[config.mk]
export PLATFORM = sky130hd
export DESIGN_NAME = adc_buffer_reader
export DESIGN_NICKNAME = d
export VERILOG_FILES = /design/src/rtl/dso_pkg.sv /design/src/rtl/adc_buffer_reader.sv
export SDC_FILE = /design/constraint.sdc
export NUM_CORES = 1
export LEC_CHECK = 0
export CORE_MARGIN = 8
export CORE_UTILIZATION = 50
export CTS_CLUSTER_SIZE = 28
export DETAILED_ROUTE_END_ITERATION = 7
export PLACE_DENSITY = 0.71
export SYNTH_ARGS = -nofsm -noshare
export SYNTH_HDL_FRONTEND = slang
export SYNTH_SLANG_ARGS = --single-unit
[constraint.sdc]
create_clock -name clk -period 6.3 [get_ports clk]
set_input_delay 1.26 -clock clk [delete_from_list [all_inputs] [get_ports clk]]
set_output_delay 1.26 -clock clk [all_outputs]
set_load 0.05 [all_outputs]
[src/rtl/dso_pkg.sv]
// dso_pkg: constants and the reader state encoding shared by the capture and read sides of the DSO buffer
package dso_pkg;
    localparam int BANK_DEPTH = 2048;
    localparam int BANK_AW    = 11;
    localparam int HDR_BYTES  = 3;
    localparam int ST_READY   = 0;
    localparam int ST_TRIG    = 1;
    localparam logic [7:0] PAD_BYTE = 8'h00;
    localparam logic [11:0] N_FIRST_SMP = 12'(HDR_BYTES);
    localparam logic [11:0] N_LAST_SMP  = 12'(HDR_BYTES + BANK_DEPTH - 1);
    localparam logic [11:0] N_PAD       = 12'(HDR_BYTES + BANK_DEPTH);
    typedef enum logic [1:0] {RD_IDLE, RD_HDR, RD_STREAM, RD_PAD} rd_state_t;
endpackage

[src/rtl/adc_buffer_reader.sv]
// adc_buffer_reader: SPI read side of the ping-pong sample buffer, streams a 3-byte header then one bank oldest-first
// Ports:
//   clk, rst_n                       system clock, synchronous active-low reset
//   update_flag, trigger_flag        capture-side pulses qualifying write_addr
//   write_addr[11:0]                 capture write address {bank, offset}
//   triggered                        capture status, reported in the status byte
//   sel, reset_flag, valid_flag      SPI slave select, transaction start, byte consumed
//   so[DATA_W-1:0]                   byte presented to the SPI shifter
//   addr[11:0], data[DATA_W-1:0]     buffer memory read port (1-cycle latency)
module adc_buffer_reader
    import dso_pkg::*;
#(
    parameter int DATA_W = 8
) (
    input  logic              clk,
    input  logic              rst_n,
    input  logic              update_flag,
    input  logic              trigger_flag,
    input  logic [11:0]       write_addr,
    input  logic              triggered,
    input  logic              sel,
    input  logic              reset_flag,
    input  logic              valid_flag,
    output logic [DATA_W-1:0] so,
    output logic [11:0]       addr,
    input  logic [DATA_W-1:0] data
);
    rd_state_t          r_state, w_state_nxt;
    logic [11:0]        r_n;
    logic               r_p_bank, r_p_ready, r_bank;
    logic [BANK_AW-1:0] r_p_start, r_p_trig_idx, r_trig_off, r_start, r_trig_idx;
    logic [DATA_W-1:0]  r_sample, r_so;
    logic [11:0]        r_addr;
    logic               r_rd0, r_rd1;
    logic               w_start_tx, w_consume, w_adv;
    logic [11:0]        w_m;
    logic [BANK_AW-1:0] w_off;
    logic [DATA_W-1:0]  w_byte, w_status;

    assign so   = r_so;
    assign addr = r_addr;

    always_ff @(posedge clk) begin
        if (!rst_n) r_state <= RD_IDLE;
        else        r_state <= w_state_nxt;
    end

    always_comb begin
        w_state_nxt = !sel ? RD_IDLE :
                      reset_flag ? RD_HDR :
                      (valid_flag && r_state == RD_HDR && r_n == 12'd2) ? RD_STREAM :
                      (valid_flag && r_state == RD_STREAM && r_n == N_LAST_SMP) ? RD_PAD :
                      r_state;
    end

    always_comb begin
        w_start_tx = sel && reset_flag;
        w_consume  = sel && !reset_flag && valid_flag && r_state != RD_IDLE;
        w_m        = r_n + 12'd1;
        // The sample now going onto so was prefetched; fetch the one after it, stopping at the last sample.
        w_adv      = w_consume && w_m >= N_FIRST_SMP && w_m < N_LAST_SMP;
        w_off      = r_start + w_m[BANK_AW-1:0] - 11'd2;
        w_status   = '0;
        w_status[ST_READY] = r_p_ready;
        w_status[ST_TRIG]  = triggered;
        w_byte     = (w_m == 12'd1) ? {5'b0, r_trig_idx[10:8]} :
                     (w_m == 12'd2) ? r_trig_idx[7:0] :
                     (w_m <= N_LAST_SMP) ? r_sample : PAD_BYTE;
    end

    always_ff @(posedge clk) begin
        if (!rst_n) begin
            r_n        <= '0;
            r_so       <= '0;
            r_addr     <= '0;
            r_rd0      <= 1'b0;
            r_rd1      <= 1'b0;
            r_sample   <= '0;
            r_p_bank   <= 1'b0;
            r_p_start  <= '0;
            r_p_trig_idx <= '0;
            r_p_ready  <= 1'b0;
            r_trig_off <= '0;
            r_bank     <= 1'b0;
            r_start    <= '0;
            r_trig_idx <= '0;
        end else begin
            r_n    <= (!sel || reset_flag) ? '0 : (w_consume && r_n != N_PAD) ? w_m : r_n;
            r_so   <= !sel ? PAD_BYTE : w_start_tx ? w_status : w_consume ? w_byte : r_so;
            r_addr <= w_start_tx ? {r_p_bank, r_p_start} : w_adv ? {r_bank, w_off} : r_addr;
            // Two-stage tag follows each issued read through the memory latency into the prefetch register.
            r_rd0  <= w_start_tx || w_adv;
            r_rd1  <= r_rd0;
            if (r_rd1) r_sample <= data;
            if (trigger_flag) r_trig_off <= write_addr[BANK_AW-1:0];
            // Uses the trigger offset held before this cycle, so a coincident trigger belongs to the next capture.
            if (update_flag) begin
                r_p_bank     <= write_addr[11];
                r_p_start    <= write_addr[BANK_AW-1:0];
                r_p_trig_idx <= r_trig_off - write_addr[BANK_AW-1:0];
                r_p_ready    <= 1'b1;
            end else if (w_start_tx) begin
                r_p_ready    <= 1'b0;
            end
            if (w_start_tx) begin
                r_bank     <= r_p_bank;
                r_start    <= r_p_start;
                r_trig_idx <= r_p_trig_idx;
            end
        end
    end
endmodule

==> metrics.csv <==
stage,metric,value,unit
status,status,completed,
sta,hold_violations,0,
sta,finalCritPeriodShare,0.570,
yosys,synth_cell_types,50,
placed_design,port_buffers,47,
critical_path,endpoint_kind,flop,
placed_design,dp.cells,785,
die,die_w,119,um
power_and_ir_drop,p_leak,0.00241,uW
sta,worst_pin_slew,932,ps
yosys,ys_seq_area_frac,0.387,
clock_network,post_cts_buffers,0,
sta,tns,0,ps
yosys,synth_fp_nets,690,
final_layout,final_layout_size_suffix_gt1_frac,0.0377,
power_and_ir_drop,p_per_area,208,mW/mm^2
critical_path,reg2reg_from,r_n[2]$_SDFFE_PP0P_,
detailed_routing,viasPerCell,5.31,
power_and_ir_drop,power.total,1250,uW
critical_path,critPathKind,flop to flop,
final_layout,layout.cells.non_filler,799,
critical_path,r2r.worst_path.cells,8,
power_and_ir_drop,ir_drop,144,uV
sta,fin_worst_skew,5.07,ps
clock_network,cts_tree,built,
critical_path,path_cells,nand3_1 -> nor3_1 -> xor2_1 -> or4_1 -> or3_1 -> a21oi_2 -> or2_1 -> o221ai_1,
detailed_routing,ant_nets,0,
final_layout,num_antenna_cells,0,
final_layout,final_nets,721,
yosys,yosys_warnings,0,
detailed_routing,vias,4246,
critical_path,worst-path-buf-inv,0,
critical_path,cpMaxStageDelayCell,or4_1,
yosys,syn_area_per_cell,8.39,um^2
sta,grt_setup_unrepaired,no,
min_path,hold_path_depth,1,
global_route,grt_max_degree,58,
clock_network,clk_latency,360,ps
detailed_routing,drc,0,
sta,relSlewSlack,0.376,
sta,min_period,3590,ps
final_layout,syn_to_final_growth,13.6,%
detailed_routing,drtIter0Drc,244,
yosys,synth.area.top_cells,"dfxtp_1 39%, mux2i_1 8.2%, ha_1 7.3%",
die,die_area,0.0141,mm^2
global_route,grt_antenna_before_repair,0,
clock_network,cts_sinks,102,
clock_network,cts_root_buf,clkbuf_8,
critical_path,r2r_end,addr[9]$_SDFFE_PN0P_,
global_route,overflow,0,
yosys,synthArstFlopShare,0,
critical_path,cp_top_family,simple AND/OR/NAND/NOR gates,
critical_path,cp.arrival,3820,ps
clock_network,cts_max_level,3,
critical_path,startpoint,r_n[2]$_SDFFE_PP0P_,
clock_network,cts_buffers,9,
yosys,ys_top_cells_by_count,"102 x dfxtp_1, 82 x nand2_1, 64 x nor2_1",
sta,setup_viol,0,
global_route,track_usage,0.171,
critical_path,worstSetupStartpointType,flop,
min_path,hp-class,flop to flop,
die,initial_core_util,0.514,
critical_path,r2r_setup_slack,2710,ps
global_route,grt_pass1_vias,4276,
sta,setup_ws,2710,ps
global_route,grt_pass1_wl,20200,um
yosys,syn-cell-area,0.00528,mm^2
min_path,hold_path_end,r_rd1$_SDFF_PN0_,
sta,max_freq,278,MHz
clock_network,path_clk_slew,90,ps
die,die_h,119,um
placed_design,gp_congestion,0.836,
yosys,synth_flop_cell,dfxtp_1,
clock_network,cts_resized,0,
die,rows,37,
yosys,netlist.area_leader.share,0.387,
yosys,yosys.cell_count.top_type,dfxtp_1,
placed_design,hpwl,8850,um
sta,drv_slew,0,
placed_design,pre_cts_ws,2470,ps
yosys,synth_area_leader_cell,dfxtp_1,
yosys,ys_ff_latch,102,
yosys,synthCells,629,
critical_path,max_stage_delay,600,ps
min_path,min_from,r_rd0$_SDFF_PN0_,
detailed_routing,dr.pass1.iters,4,
clock_network,clockBufferDepth,2,
clock_network,ctsHoldBuffers,0,
critical_path,required,6530,ps
critical_path,critical_path.max_fanout,16,
final_layout,final_util,0.584,
detailed_routing,wire_per_inst,14.8,um
yosys,synth-edff-count,0,
die,core_area,0.0103,mm^2
detailed_routing,routed_wl,11800,um
job,cap_viol_max_count,0,
die,io-pin-count,48,
-- layout by cell type (no fill, tap or decap), types with 6 or more instances in the layout --
cell type | Yosys | final
mux2i_1 | 43 | 43
o21ai_0 | 18 | 18
xor2_1 | 17 | 17
xnor2_1 | 18 | 18
and2_1 | 7 | 7
a31oi_1 | 8 | 8
o211ai_1 | 10 | 10
clkdlybuf4s50_1 | 0 | 47
nor3_1 | 7 | 7
inv_1 | 42 | 42
nor2_1 | 64 | 64
nand2_1 | 82 | 82
ha_1 | 31 | 31
nor2b_1 | 17 | 17
a21oi_1 | 40 | 40
nand3_1 | 23 | 23
a21o_1 | 6 | 6
nor4_1 | 7 | 7
clkbuf_8 | 0 | 10
dfxtp_1 | 102 | 102
-- worst max-delay path by stage --
stage,slack (ps),endpoint,cells past startpoint
2_1_floorplan,3220,r_p_trig_idx[10]$_SDFFE_PN0P_,9
3_3_place_gp,2580,r_n[7]$_SDFFE_PP0P_,8
3_5_place_dp,2470,r_n[7]$_SDFFE_PP0P_,8
4_1_cts,2760,addr[9]$_SDFFE_PN0P_,9
5_1_grt,2430,addr[9]$_SDFFE_PN0P_,9
6_report,2710,addr[9]$_SDFFE_PN0P_,8
-- stage by stage --
step / cell area (um^2) / hold slack (ps)
after CTS: 6000 / 445
after floorplan: 5280 / 412
after global placement: 5810 / 432
final: 6000 / 445
after global routing: 6000 / 478
after detailed placement: 5810 / 423
-- metal layers --
layer	GRT usage	vias to the layer above	part of all wire
met5	0	-	0
met4	0.0514	0	0.013
met3	0.0400	14	0.043
met2	0.281	84	0.47
met1	0.217	1964	0.48
li1	-	2184	-
-- state kept, by name, indices dropped and copies added (netlist names) --
name          cells
r_p_start        11
r_p_ready         1
r_trig_idx       11
r_sample          8
r_trig_off       11
addr             12
so                8
r_bank            1
r_p_bank          1
r_state           2
r_n              12
r_rd1             1
r_p_trig_idx     11
r_start          11
r_rd0             1
-- power breakdown --
group	total (uW)	internal [uW]	switching, uW
clock network	399	189	209
registers	686	669	17.2
logic	162	73.6	88.2
total	1250	932	315
-- cells by family (layout without fill, tap and decap cells) --
logic type / count (synthesis) / after routing / share of synthesized area
AND/OR/NAND/NOR: 233 / 233 / 0.207
AO/OA/AOI/OAI: 109 / 109 / 0.128
flip-flops: 102 / 102 / 0.387
buffers and inverters: 74 / 108 / 0.0574
multiplexers: 43 / 43 / 0.0815
XOR/XNOR: 35 / 35 / 0.0581
adder cells (fa/ha/maj): 33 / 33 / 0.0811
-- cell type report --
cell class,instances,area (um^2)
Fill cell,948,4280
Inverter,42,158
Tap cell,136,170
Multi-Input combinational cell,453,2930
Clock buffer,10,138
Clock inverter,4,48.8
Timing Repair Buffer,52,508
Sequential cell,102,2040
Note: power is estimated with default switching activity, not from simulation.
